**src/rtl/trap_sequencer_if.sv**
```systemverilog
// trap_sequencer_if: bundles the commit-stage event inputs, the CSR read
// values, and the CSR write strobes / PC redirect outputs of trap_sequencer.
// The "master" side is the core (commit stage plus CSR file).
// The "slave" side is the sequencer itself.
interface trap_sequencer_if #(
  parameter int XLEN = 32
);
  // Commit-stage instruction and decode flags
  logic            instr_valid;
  logic [XLEN-1:0] pc;
  logic            ecall;
  logic            ebreak;
  logic            illegal;
  logic            mret;
  logic [XLEN-1:0] exc_tval;

  // Level-sensitive interrupt pending lines
  logic            irq_msip;
  logic            irq_mtip;
  logic            irq_meip;

  // CSR read values
  logic            csr_rd_mie_msie;
  logic            csr_rd_mie_mtie;
  logic            csr_rd_mie_meie;
  logic            csr_rd_mstatus_mie;
  logic            csr_rd_mstatus_mpie;
  logic [XLEN-3:0] csr_rd_mtvec_base;
  logic [1:0]      csr_rd_mtvec_mode;
  logic [XLEN-1:0] csr_rd_mepc_mepc;

  // Pipeline control and PC redirect
  logic            stall;
  logic            trap;
  logic [XLEN-1:0] trap_pc;

  // CSR write strobes and data
  logic            csr_wr_mepc_en;
  logic            csr_wr_mcause_en;
  logic            csr_wr_mtval_en;
  logic            csr_wr_mstatus_en;
  logic [XLEN-1:0] csr_wr_mepc_mepc;
  logic [XLEN-2:0] csr_wr_mcause_exception_code;
  logic            csr_wr_mcause_interrupt;
  logic [XLEN-1:0] csr_wr_mtval;
  logic            csr_wr_mstatus_mie;
  logic            csr_wr_mstatus_mpie;

  modport master (
    output instr_valid, pc, ecall, ebreak, illegal, mret, exc_tval,
    output irq_msip, irq_mtip, irq_meip,
    output csr_rd_mie_msie, csr_rd_mie_mtie, csr_rd_mie_meie,
    output csr_rd_mstatus_mie, csr_rd_mstatus_mpie,
    output csr_rd_mtvec_base, csr_rd_mtvec_mode, csr_rd_mepc_mepc,
    input  stall, trap, trap_pc,
    input  csr_wr_mepc_en, csr_wr_mcause_en, csr_wr_mtval_en, csr_wr_mstatus_en,
    input  csr_wr_mepc_mepc, csr_wr_mcause_exception_code, csr_wr_mcause_interrupt,
    input  csr_wr_mtval, csr_wr_mstatus_mie, csr_wr_mstatus_mpie
  );

  modport slave (
    input  instr_valid, pc, ecall, ebreak, illegal, mret, exc_tval,
    input  irq_msip, irq_mtip, irq_meip,
    input  csr_rd_mie_msie, csr_rd_mie_mtie, csr_rd_mie_meie,
    input  csr_rd_mstatus_mie, csr_rd_mstatus_mpie,
    input  csr_rd_mtvec_base, csr_rd_mtvec_mode, csr_rd_mepc_mepc,
    output stall, trap, trap_pc,
    output csr_wr_mepc_en, csr_wr_mcause_en, csr_wr_mtval_en, csr_wr_mstatus_en,
    output csr_wr_mepc_mepc, csr_wr_mcause_exception_code, csr_wr_mcause_interrupt,
    output csr_wr_mtval, csr_wr_mstatus_mie, csr_wr_mstatus_mpie
  );
endinterface

```
**src/rtl/trap_sequencer.sv**
```systemverilog
// trap_sequencer: arbitrates exceptions raised by the committing instruction
// against enabled machine interrupts, then walks the CSR update sequence
// (mepc/mcause/mtval, then mstatus) before redirecting the PC. It also
// sequences mret (mstatus restore, then redirect to mepc). The core is
// stalled while a sequence is in flight.
//
// Optional feature macro: TRAP_VECTORED_EN. When defined, interrupts taken
// with mtvec.mode == 1 jump to base + 4*cause. Without it, every trap
// goes to the mtvec base. Modes 2 and 3 always behave as direct.
module trap_sequencer #(
  parameter int XLEN = 32
) (
  input logic             clk,
  input logic             rst_b,
  trap_sequencer_if.slave bus
);

  typedef enum logic [2:0] {
    S_IDLE,
    S_SAVE,
    S_STATUS,
    S_RESTORE,
    S_REDIRECT
  } state_t;

  localparam logic [XLEN-2:0] CODE_MEI     = (XLEN-1)'(11);
  localparam logic [XLEN-2:0] CODE_MSI     = (XLEN-1)'(3);
  localparam logic [XLEN-2:0] CODE_MTI     = (XLEN-1)'(7);
  localparam logic [XLEN-2:0] CODE_ILLEGAL = (XLEN-1)'(2);
  localparam logic [XLEN-2:0] CODE_ECALL   = (XLEN-1)'(11);
  localparam logic [XLEN-2:0] CODE_EBREAK  = (XLEN-1)'(3);

  state_t state_q;
  state_t state_d;

  // Values captured when an event is accepted in IDLE
  logic [XLEN-1:0] cap_pc_q;
  logic [XLEN-2:0] cap_code_q;
  logic            cap_intr_q;
  logic [XLEN-1:0] cap_tval_q;
  logic            cap_mret_q;

  // Event decode for the committing instruction
  logic            irq_mei;
  logic            irq_msi;
  logic            irq_mti;
  logic            evt_trap;
  logic            evt_mret;
  logic            evt_any;
  logic            evt_intr;
  logic [XLEN-2:0] evt_code;
  logic [XLEN-1:0] evt_tval;

  // Redirect target selection
  logic [XLEN-1:0] direct_pc;
  logic [XLEN-1:0] vector_pc;

  // Registered-state driven outputs
  logic            stall_c;
  logic            trap_c;
  logic [XLEN-1:0] trap_pc_c;
  logic            mepc_en_c;
  logic            mcause_en_c;
  logic            mtval_en_c;
  logic            mstatus_en_c;
  logic [XLEN-1:0] wr_mepc_c;
  logic [XLEN-2:0] wr_code_c;
  logic            wr_intr_c;
  logic [XLEN-1:0] wr_mtval_c;
  logic            wr_mie_c;
  logic            wr_mpie_c;

  assign irq_mei = bus.csr_rd_mstatus_mie & bus.csr_rd_mie_meie & bus.irq_meip;
  assign irq_msi = bus.csr_rd_mstatus_mie & bus.csr_rd_mie_msie & bus.irq_msip;
  assign irq_mti = bus.csr_rd_mstatus_mie & bus.csr_rd_mie_mtie & bus.irq_mtip;

  // Pick the highest-priority event: interrupts preempt the instruction
  // (even an mret), then illegal, ecall, ebreak, and finally mret itself.
  always_comb begin
    evt_trap = 1'b0;
    evt_mret = 1'b0;
    evt_intr = 1'b0;
    evt_code = '0;
    evt_tval = '0;
    if (bus.instr_valid) begin
      if (irq_mei) begin
        evt_trap = 1'b1;
        evt_intr = 1'b1;
        evt_code = CODE_MEI;
      end else if (irq_msi) begin
        evt_trap = 1'b1;
        evt_intr = 1'b1;
        evt_code = CODE_MSI;
      end else if (irq_mti) begin
        evt_trap = 1'b1;
        evt_intr = 1'b1;
        evt_code = CODE_MTI;
      end else if (bus.illegal) begin
        evt_trap = 1'b1;
        evt_code = CODE_ILLEGAL;
        evt_tval = bus.exc_tval;
      end else if (bus.ecall) begin
        evt_trap = 1'b1;
        evt_code = CODE_ECALL;
      end else if (bus.ebreak) begin
        evt_trap = 1'b1;
        evt_code = CODE_EBREAK;
      end else if (bus.mret) begin
        evt_mret = 1'b1;
      end
    end
  end

  assign evt_any = evt_trap | evt_mret;

  // State register; reset drops any sequence in flight back to IDLE.
  always_ff @(posedge clk) begin
    if (!rst_b) begin
      state_q <= S_IDLE;
    end else begin
      state_q <= state_d;
    end
  end

  // Latch the accepted event so later inputs (including interrupt lines
  // that drop mid-sequence) cannot disturb the sequence.
  always_ff @(posedge clk) begin
    if (!rst_b) begin
      cap_pc_q   <= '0;
      cap_code_q <= '0;
      cap_intr_q <= 1'b0;
      cap_tval_q <= '0;
      cap_mret_q <= 1'b0;
    end else if ((state_q == S_IDLE) && evt_any) begin
      cap_pc_q   <= bus.pc;
      cap_code_q <= evt_code;
      cap_intr_q <= evt_intr;
      cap_tval_q <= evt_tval;
      cap_mret_q <= evt_mret;
    end
  end

  // Trap target: mtvec base, optionally offset by 4*cause for interrupts.
  always_comb begin
    direct_pc = {bus.csr_rd_mtvec_base, 2'b00};
    vector_pc = direct_pc;
`ifdef TRAP_VECTORED_EN
    if (cap_intr_q && (bus.csr_rd_mtvec_mode == 2'd1)) begin
      vector_pc = direct_pc + {cap_code_q[XLEN-3:0], 2'b00};
    end
`endif
  end

`ifndef TRAP_VECTORED_EN
  logic [1:0] unused_mtvec_mode;
  assign unused_mtvec_mode = bus.csr_rd_mtvec_mode;
`endif

  // Next-state and per-state strobes; data outputs stay zero unless their
  // strobe is high.
  always_comb begin
    state_d      = state_q;
    stall_c      = 1'b0;
    trap_c       = 1'b0;
    trap_pc_c    = '0;
    mepc_en_c    = 1'b0;
    mcause_en_c  = 1'b0;
    mtval_en_c   = 1'b0;
    mstatus_en_c = 1'b0;
    wr_mepc_c    = '0;
    wr_code_c    = '0;
    wr_intr_c    = 1'b0;
    wr_mtval_c   = '0;
    wr_mie_c     = 1'b0;
    wr_mpie_c    = 1'b0;
    case (state_q)
      S_IDLE: begin
        stall_c = evt_any;
        if (evt_trap) begin
          state_d = S_SAVE;
        end else if (evt_mret) begin
          state_d = S_RESTORE;
        end
      end
      S_SAVE: begin
        stall_c     = 1'b1;
        mepc_en_c   = 1'b1;
        mcause_en_c = 1'b1;
        mtval_en_c  = 1'b1;
        wr_mepc_c   = cap_pc_q;
        wr_code_c   = cap_code_q;
        wr_intr_c   = cap_intr_q;
        wr_mtval_c  = cap_tval_q;
        state_d     = S_STATUS;
      end
      S_STATUS: begin
        stall_c      = 1'b1;
        mstatus_en_c = 1'b1;
        wr_mie_c     = 1'b0;
        wr_mpie_c    = bus.csr_rd_mstatus_mie;
        state_d      = S_REDIRECT;
      end
      S_RESTORE: begin
        stall_c      = 1'b1;
        mstatus_en_c = 1'b1;
        wr_mie_c     = bus.csr_rd_mstatus_mpie;
        wr_mpie_c    = 1'b1;
        state_d      = S_REDIRECT;
      end
      S_REDIRECT: begin
        stall_c   = 1'b1;
        trap_c    = 1'b1;
        trap_pc_c = cap_mret_q ? bus.csr_rd_mepc_mepc : vector_pc;
        state_d   = S_IDLE;
      end
      default: begin
        state_d = S_IDLE;
      end
    endcase
  end

  assign bus.stall                        = stall_c;
  assign bus.trap                         = trap_c;
  assign bus.trap_pc                      = trap_pc_c;
  assign bus.csr_wr_mepc_en               = mepc_en_c;
  assign bus.csr_wr_mcause_en             = mcause_en_c;
  assign bus.csr_wr_mtval_en              = mtval_en_c;
  assign bus.csr_wr_mstatus_en            = mstatus_en_c;
  assign bus.csr_wr_mepc_mepc             = wr_mepc_c;
  assign bus.csr_wr_mcause_exception_code = wr_code_c;
  assign bus.csr_wr_mcause_interrupt      = wr_intr_c;
  assign bus.csr_wr_mtval                 = wr_mtval_c;
  assign bus.csr_wr_mstatus_mie           = wr_mie_c;
  assign bus.csr_wr_mstatus_mpie          = wr_mpie_c;

endmodule

```
**src/flat_wrapper.sv**
```systemverilog
// flat-port wrapper written by rule: the top's interface ports become plain ports
module trap_sequencer_flat 
#(
  parameter int XLEN = 32
)
  (clk, rst_b, bus_instr_valid, bus_pc, bus_ecall, bus_ebreak, bus_illegal, bus_mret, bus_exc_tval, bus_irq_msip, bus_irq_mtip, bus_irq_meip, bus_csr_rd_mie_msie, bus_csr_rd_mie_mtie, bus_csr_rd_mie_meie, bus_csr_rd_mstatus_mie, bus_csr_rd_mstatus_mpie, bus_csr_rd_mtvec_base, bus_csr_rd_mtvec_mode, bus_csr_rd_mepc_mepc, bus_stall, bus_trap, bus_trap_pc, bus_csr_wr_mepc_en, bus_csr_wr_mcause_en, bus_csr_wr_mtval_en, bus_csr_wr_mstatus_en, bus_csr_wr_mepc_mepc, bus_csr_wr_mcause_exception_code, bus_csr_wr_mcause_interrupt, bus_csr_wr_mtval, bus_csr_wr_mstatus_mie, bus_csr_wr_mstatus_mpie);
  trap_sequencer_if #(.XLEN(XLEN)) bus_i ();
  input logic clk;
  input logic rst_b;
  input wire logic [$bits(bus_i.instr_valid)-1:0] bus_instr_valid;
  input wire logic [$bits(bus_i.pc)-1:0] bus_pc;
  input wire logic [$bits(bus_i.ecall)-1:0] bus_ecall;
  input wire logic [$bits(bus_i.ebreak)-1:0] bus_ebreak;
  input wire logic [$bits(bus_i.illegal)-1:0] bus_illegal;
  input wire logic [$bits(bus_i.mret)-1:0] bus_mret;
  input wire logic [$bits(bus_i.exc_tval)-1:0] bus_exc_tval;
  input wire logic [$bits(bus_i.irq_msip)-1:0] bus_irq_msip;
  input wire logic [$bits(bus_i.irq_mtip)-1:0] bus_irq_mtip;
  input wire logic [$bits(bus_i.irq_meip)-1:0] bus_irq_meip;
  input wire logic [$bits(bus_i.csr_rd_mie_msie)-1:0] bus_csr_rd_mie_msie;
  input wire logic [$bits(bus_i.csr_rd_mie_mtie)-1:0] bus_csr_rd_mie_mtie;
  input wire logic [$bits(bus_i.csr_rd_mie_meie)-1:0] bus_csr_rd_mie_meie;
  input wire logic [$bits(bus_i.csr_rd_mstatus_mie)-1:0] bus_csr_rd_mstatus_mie;
  input wire logic [$bits(bus_i.csr_rd_mstatus_mpie)-1:0] bus_csr_rd_mstatus_mpie;
  input wire logic [$bits(bus_i.csr_rd_mtvec_base)-1:0] bus_csr_rd_mtvec_base;
  input wire logic [$bits(bus_i.csr_rd_mtvec_mode)-1:0] bus_csr_rd_mtvec_mode;
  input wire logic [$bits(bus_i.csr_rd_mepc_mepc)-1:0] bus_csr_rd_mepc_mepc;
  output wire logic [$bits(bus_i.stall)-1:0] bus_stall;
  output wire logic [$bits(bus_i.trap)-1:0] bus_trap;
  output wire logic [$bits(bus_i.trap_pc)-1:0] bus_trap_pc;
  output wire logic [$bits(bus_i.csr_wr_mepc_en)-1:0] bus_csr_wr_mepc_en;
  output wire logic [$bits(bus_i.csr_wr_mcause_en)-1:0] bus_csr_wr_mcause_en;
  output wire logic [$bits(bus_i.csr_wr_mtval_en)-1:0] bus_csr_wr_mtval_en;
  output wire logic [$bits(bus_i.csr_wr_mstatus_en)-1:0] bus_csr_wr_mstatus_en;
  output wire logic [$bits(bus_i.csr_wr_mepc_mepc)-1:0] bus_csr_wr_mepc_mepc;
  output wire logic [$bits(bus_i.csr_wr_mcause_exception_code)-1:0] bus_csr_wr_mcause_exception_code;
  output wire logic [$bits(bus_i.csr_wr_mcause_interrupt)-1:0] bus_csr_wr_mcause_interrupt;
  output wire logic [$bits(bus_i.csr_wr_mtval)-1:0] bus_csr_wr_mtval;
  output wire logic [$bits(bus_i.csr_wr_mstatus_mie)-1:0] bus_csr_wr_mstatus_mie;
  output wire logic [$bits(bus_i.csr_wr_mstatus_mpie)-1:0] bus_csr_wr_mstatus_mpie;
  assign bus_i.instr_valid = bus_instr_valid;
  assign bus_i.pc = bus_pc;
  assign bus_i.ecall = bus_ecall;
  assign bus_i.ebreak = bus_ebreak;
  assign bus_i.illegal = bus_illegal;
  assign bus_i.mret = bus_mret;
  assign bus_i.exc_tval = bus_exc_tval;
  assign bus_i.irq_msip = bus_irq_msip;
  assign bus_i.irq_mtip = bus_irq_mtip;
  assign bus_i.irq_meip = bus_irq_meip;
  assign bus_i.csr_rd_mie_msie = bus_csr_rd_mie_msie;
  assign bus_i.csr_rd_mie_mtie = bus_csr_rd_mie_mtie;
  assign bus_i.csr_rd_mie_meie = bus_csr_rd_mie_meie;
  assign bus_i.csr_rd_mstatus_mie = bus_csr_rd_mstatus_mie;
  assign bus_i.csr_rd_mstatus_mpie = bus_csr_rd_mstatus_mpie;
  assign bus_i.csr_rd_mtvec_base = bus_csr_rd_mtvec_base;
  assign bus_i.csr_rd_mtvec_mode = bus_csr_rd_mtvec_mode;
  assign bus_i.csr_rd_mepc_mepc = bus_csr_rd_mepc_mepc;
  assign bus_stall = bus_i.stall;
  assign bus_trap = bus_i.trap;
  assign bus_trap_pc = bus_i.trap_pc;
  assign bus_csr_wr_mepc_en = bus_i.csr_wr_mepc_en;
  assign bus_csr_wr_mcause_en = bus_i.csr_wr_mcause_en;
  assign bus_csr_wr_mtval_en = bus_i.csr_wr_mtval_en;
  assign bus_csr_wr_mstatus_en = bus_i.csr_wr_mstatus_en;
  assign bus_csr_wr_mepc_mepc = bus_i.csr_wr_mepc_mepc;
  assign bus_csr_wr_mcause_exception_code = bus_i.csr_wr_mcause_exception_code;
  assign bus_csr_wr_mcause_interrupt = bus_i.csr_wr_mcause_interrupt;
  assign bus_csr_wr_mtval = bus_i.csr_wr_mtval;
  assign bus_csr_wr_mstatus_mie = bus_i.csr_wr_mstatus_mie;
  assign bus_csr_wr_mstatus_mpie = bus_i.csr_wr_mstatus_mpie;
  trap_sequencer #(.XLEN(XLEN)) u_core (.clk(clk), .rst_b(rst_b), .bus(bus_i));
endmodule
```
**config.mk**
```make
export PLATFORM = sky130hd
export DESIGN_NAME = trap_sequencer_flat
export DESIGN_NICKNAME = d
export VERILOG_FILES = /design/src/rtl/trap_sequencer_if.sv /design/src/rtl/trap_sequencer.sv /design/src/flat_wrapper.sv
export SDC_FILE = /design/constraint.sdc
export NUM_CORES = 1
export LEC_CHECK = 0
export BUFFER_PORTS_ARGS = -buffer_cell sky130_fd_sc_hd__buf_2
export CAP_MARGIN = 40
export CORE_MARGIN = 1
export CORE_UTILIZATION = 25
export DETAILED_ROUTE_END_ITERATION = 8
export PLACE_DENSITY = 0.61
export SLEW_MARGIN = 5
export SYNTH_ARGS = -nofsm -noshare
export SYNTH_HDL_FRONTEND = slang
export SYNTH_SLANG_ARGS = --single-unit
```
**constraint.sdc**
```tcl
create_clock -name clk -period 6.35 [get_ports clk]
set_clock_uncertainty 0.15 [all_clocks]
set_input_delay 1.27 -clock clk [delete_from_list [all_inputs] [get_ports clk]]
set_output_delay 1.27 -clock clk [all_outputs]
set_load 0.02 [all_outputs]
```
Word-level counts from Yosys, hierarchy flattened
Cells that the tools add are included.
Storage, ports and cells
  register bits: 100
  input bits: 143
  output and inout port bits: 136
  word-level logic and storage cells: 68
Cells by class
  eq/ne operators: 5
  mux-type cells: 46
  bitwise gates (word level): 7
  reductions and logical operators: 4
Operators by type and width (number)
  two-way mux 32 bit: 9
  two-way mux 31 bit: 7
  two-way mux 1 bit: 24
  one-hot mux 3 bit (3 select lines): 1
  bitwise AND 1 bit: 6
  equality test 3 x 2 -> 1 bit (second input constant): 2
  two-way mux 3 bit: 2
  one-hot mux 1 bit (2 select lines): 2
  OR reduction 4 bit: 1
  equality test 3 x 1 -> 1 bit (second input constant): 1
  equality test 3 bit (second input constant): 1
  zero test 3 bit: 1
  != test 3 x 1 -> 1 bit (second input constant): 1
  two-way mux 2 bit: 1
  OR reduction 2 bit: 1
  logical AND 1 bit: 1
  OR 1 bit: 1

Longest topological paths before layout
  depth in word-level cells: 11
  depth in mapped cells: 7
  gate-level depth less buffers: 4

Worst setup path before layout
OpenSTA, ideal clock, no wires.
  path kind: in2out
  start point: in bus_irq_mtip
  end point: out bus_stall
  data arrival time: 2546 ps
  required time: 4930 ps
  path slack: 2384 ps
  stages on the path: 5
  path buffers: 1
  cell sequence: a222oi_1 > o21ai_2 > clkbuf_1 > a211oi_1 > a21oi_1
On the way
  word-level cells in the longest chain between the ends: 7
  elaborated cells between the ends (all ways): 11
  classes of those cells: mux (9); bitwise (2)
Ends and longest elaborated chain
  start, declared: line flat_wrapper.sv:18  | input wire logic [$bits(bus_i.irq_mtip)-1:0] bus_irq_mtip;
  bitwise AND 1 bit *: line trap_sequencer.sv:75  | assign irq_mti = bus.csr_rd_mstatus_mie & bus.csr_rd_mie_mtie & bus.irq_mtip;
  two-way mux 1 bit: line trap_sequencer.sv:94  | end else if (irq_mti) begin
  two-way mux 1 bit: line trap_sequencer.sv:90  | end else if (irq_msi) begin
  two-way mux 1 bit: line trap_sequencer.sv:86  | if (irq_mei) begin
  two-way mux 1 bit: line trap_sequencer.sv:85  | if (bus.instr_valid) begin
  OR 1 bit *: line trap_sequencer.sv:114  | assign evt_any = evt_trap | evt_mret;
  one-hot mux 1 bit (2 select lines) *: line trap_sequencer.sv:176  | case (state_q)
  end, declared: line flat_wrapper.sv:28  | output wire logic [$bits(bus_i.stall)-1:0] bus_stall;
Every way passes the cells marked *; elsewhere a longest branch is shown, timed or not.

Final worst setup path
Same ends and word-level chain as after synthesis.

==> impl_results.md <==
- Clock power frac: 42.3%
- Hold violation count in the final report: 0
- First-pass GRT wire length: 21000 um
- Initial drt markers: 173
- Worst EP arrival: 2.70 ns
- Status: finished clean
- Post-DP HPWL: 9670 um
- Top post-synthesis cells by area: dfxtp_1, mux2i_1, and2_1, nand2_1, a31o_1
- Family with the most delay on the worst path: compound AO/OA/AOI/OAI gates
- Final worst setup slack: 2.23 ns
- CP Max Fanout: 4
- Pre-CTS WS: 2.26 ns
- Worst hold margin: 0.300 ns
- Fmax: 243 MHz
- Crit end category: output pin
- Ys flop type: dfxtp_1
- H-tree levels: 3
- Most frequent cell after synthesis: nand2_1
- Starting density of the core: 25.9%
- Top cell by count, worst path: buf_2
- Net count of the finished layout: 888
- Worst Hold Class: reg -> reg
- Critical path class: in -> out
- Largest net degree at the start of global routing: 67
- Crit-path slowest cell: a222oi_1
- Largest area contributor in the netlist: dfxtp_1
- Synth top cells by count: nand2_1, dfxtp_1, and2_1
- # clock sinks: 73
- P_int: 0.886 mW
- Post-synthesis sequential area ratio: 35.0%
- RSZ-0062 raised after global routing: false
- Overflow after GRT: 0
- Horiz. Die Dim: 131 um
- Synth Warn #: 0
- Combinational Power Share: 17.8%
- CP peak stage delay: 0.78 ns
- Buf/Inv on CP: 2
- Pwr dens: 212 nW/um^2
- CTS tree: built
- Height of the die: 131 um
- Post-DRT Antenna Nets: 0
- Leak: 2.93 nW
- Final setup viols: 0
- Multi-input logic area: 2400 sq um
- Drt drc: 0
- Clock-pin slew on the worst setup and hold paths: 0.06 ns
- Clk_lat worst skew: 0.34 ns
- Vias: 4242
- CP Launch Type: primary input
- Core ar.: 16100 sq um
- Fraction of the cycle the final worst path needs: 64.9%
- Avg Synthesized Cell Area: 7.97 sq um
- Via density: 4.39
- Total track usage: 15.4%
- Syn-to-layout area delta: 39.7%
- Initial antenna violation count: 0
- Number of flops mapped to enable cells by yosys: 0
- Routed length per instance: 13.8 um
- Ys async rst share: 0%
- Min cycle time layout: 4.12 ns
- Number of synthesized register bits: 73
- Root buf cell: clkbuf_16
- Seq pwr share: 39.9%
- Worst Tran Pin Value: 0.864 ns
- Clock tree buffer depth: 2
- Port buffer count: 249
- Worst rel slew slack: 42.4%
- Sw Pwr: 0.350 mW
- Row Count: 46
- Setup Buffers After CTS: 0
- Max Cap Viol: 0
- CTS buffer count: 9
- Max VDD drop: 0.130 mV
- Layout fillers: 1732
- Setup tns final: 0 ns
- Sw Ratio: 28.3%
- Top cell type's share of synthesized area: 35.0%
- Slew Limit Fails: 0
- Synthesized instance count: 524
- Hold_buf cts: 0
- Die footprint: 17200 sq um
- Layout cells sized above 1: 37.3%
- Final core utilization: 36.2%
- Number of global-route vias before repair: 4023
- Boundary Pins: 279
- Netlist cell types: 34
- Final wirelength: 13300 um
- Critical path required time: 4.93 ns
- Pre-antenna DRT Iters: 4
- RD Place Congestion: 0.797
- Sequential cell area: 1460 sq um
- Total chip power: 1.24 mW
- CP cell instances: buf_2 > a222oi_1 > o21ai_4 > a211oi_1 > a21oi_1 > buf_2
- PostCTS Resize Cnt: 0
- Synthesized area: 4170 sq um
[layer usage]
metal / global-route usage [%] / vias to the layer above / routed length [um]
li1: - / 2135 / -
met1: 17.7 / 1936 / 5640
met2: 27.1 / 164 / 6580
met3: 4.90 / 7 / 1010
met4: 4.12 / 0 / 113
met5: 0 / - / 0
[worst reg2reg max path: stages (launching register included)]
cell and delay, ns:
dfxtp_1 0.39, nor4b_4 0.29, buf_4 0.44, and2_4 0.54, buf_16 0.30, mux2i_1 0.24
[registers in the layout, indices dropped and copies added, names as in the netlist]
| name | cells |
|---|---|
| u_core.cap_intr_q | 1 |
| u_core.cap_mret_q | 1 |
| u_core.state_q | 3 |
| u_core.cap_tval_q | 32 |
| u_core.cap_code_q | 4 |
| u_core.cap_pc_q | 32 |
[power groups by stage]
stage	combinational, mW	sequential (mW)	clock, mW
after floorplan	0.152	0.499	0
after global placement	0.211	0.507	0
after detailed placement	0.223	0.503	0
after CTS	0.223	0.493	0.541
after global routing	0.242	0.496	0.560
final	0.220	0.493	0.523
[cells in the final DEF (no fill, tap or decap), types with 2 or more instances in the layout]
cell / netlist / routed
clkbuf_16: 0 / 9
buf_4: 29 / 7
buf_2: 1 / 248
a21oi_1: 35 / 35
a22oi_1: 3 / 3
and3_1: 4 / 4
nand3_1: 4 / 4
nor2b_1: 2 / 2
dfxtp_1: 73 / 72
buf_16: 0 / 2
mux2i_1: 63 / 63
inv_1: 4 / 4
o21ai_0: 2 / 2
clkinvlp_4: 0 / 2
nand2_1: 102 / 102
nor3_1: 2 / 2
and2_1: 71 / 70
a31o_1: 32 / 32
conb_1: 1 / 27
clkinv_4: 0 / 2
a211oi_1: 2 / 2
nor2_1: 36 / 35
[logic make-up after synthesis]
family                 after synthesis  share of synthesized area [%]
buffers and inverters               78                           10.4
DFF                                 73                           35.0
other                                1                         0.0898
muxes                               63                           15.1
AOI/OAI and AO/OA                   82                           13.6
and+or+nand+nor                    227                           25.8
[path summary, 6_finish.rpt]
kind | start | end | slack, ns | cells past startpoint
worst max-delay path | bus_irq_mtip | bus_stall | 2.23 | 6
worst min register to register | u_core.cap_pc_q[16]$_SDFFE_PN0P_ | u_core.cap_pc_q[16]$_SDFFE_PN0P_ | 0.30 | 2
worst min-delay path | u_core.cap_pc_q[16]$_SDFFE_PN0P_ | u_core.cap_pc_q[16]$_SDFFE_PN0P_ | 0.30 | 2
worst max register to register | u_core.state_q[2]$_SDFFE_PN0P_ | u_core.cap_pc_q[6]$_SDFFE_PN0P_ | 3.93 | 5
[final cells by class]
class / count / share of cell area, %
flip-flops and latches: 73 / 25.1
clock inverters: 6 / 1.16
diodes: 1 / 0.0429
multi-input cells: 399 / 41.2
repair buffers: 258 / 23.5
clock buffers: 10 / 4.10
inverters: 4 / 0.258
well taps: 216 / 4.64
[per-stage QoR]
stage | cells | area, sq um
2_1_floorplan | 550 | 4270
3_3_place_gp | 947 | 5450
3_5_place_dp | 950 | 5520
4_1_cts | 966 | 5830
5_1_grt | 966 | 5830
6_report | 967 | 5830
No activity file was read; power rests on OpenSTA's default activity.
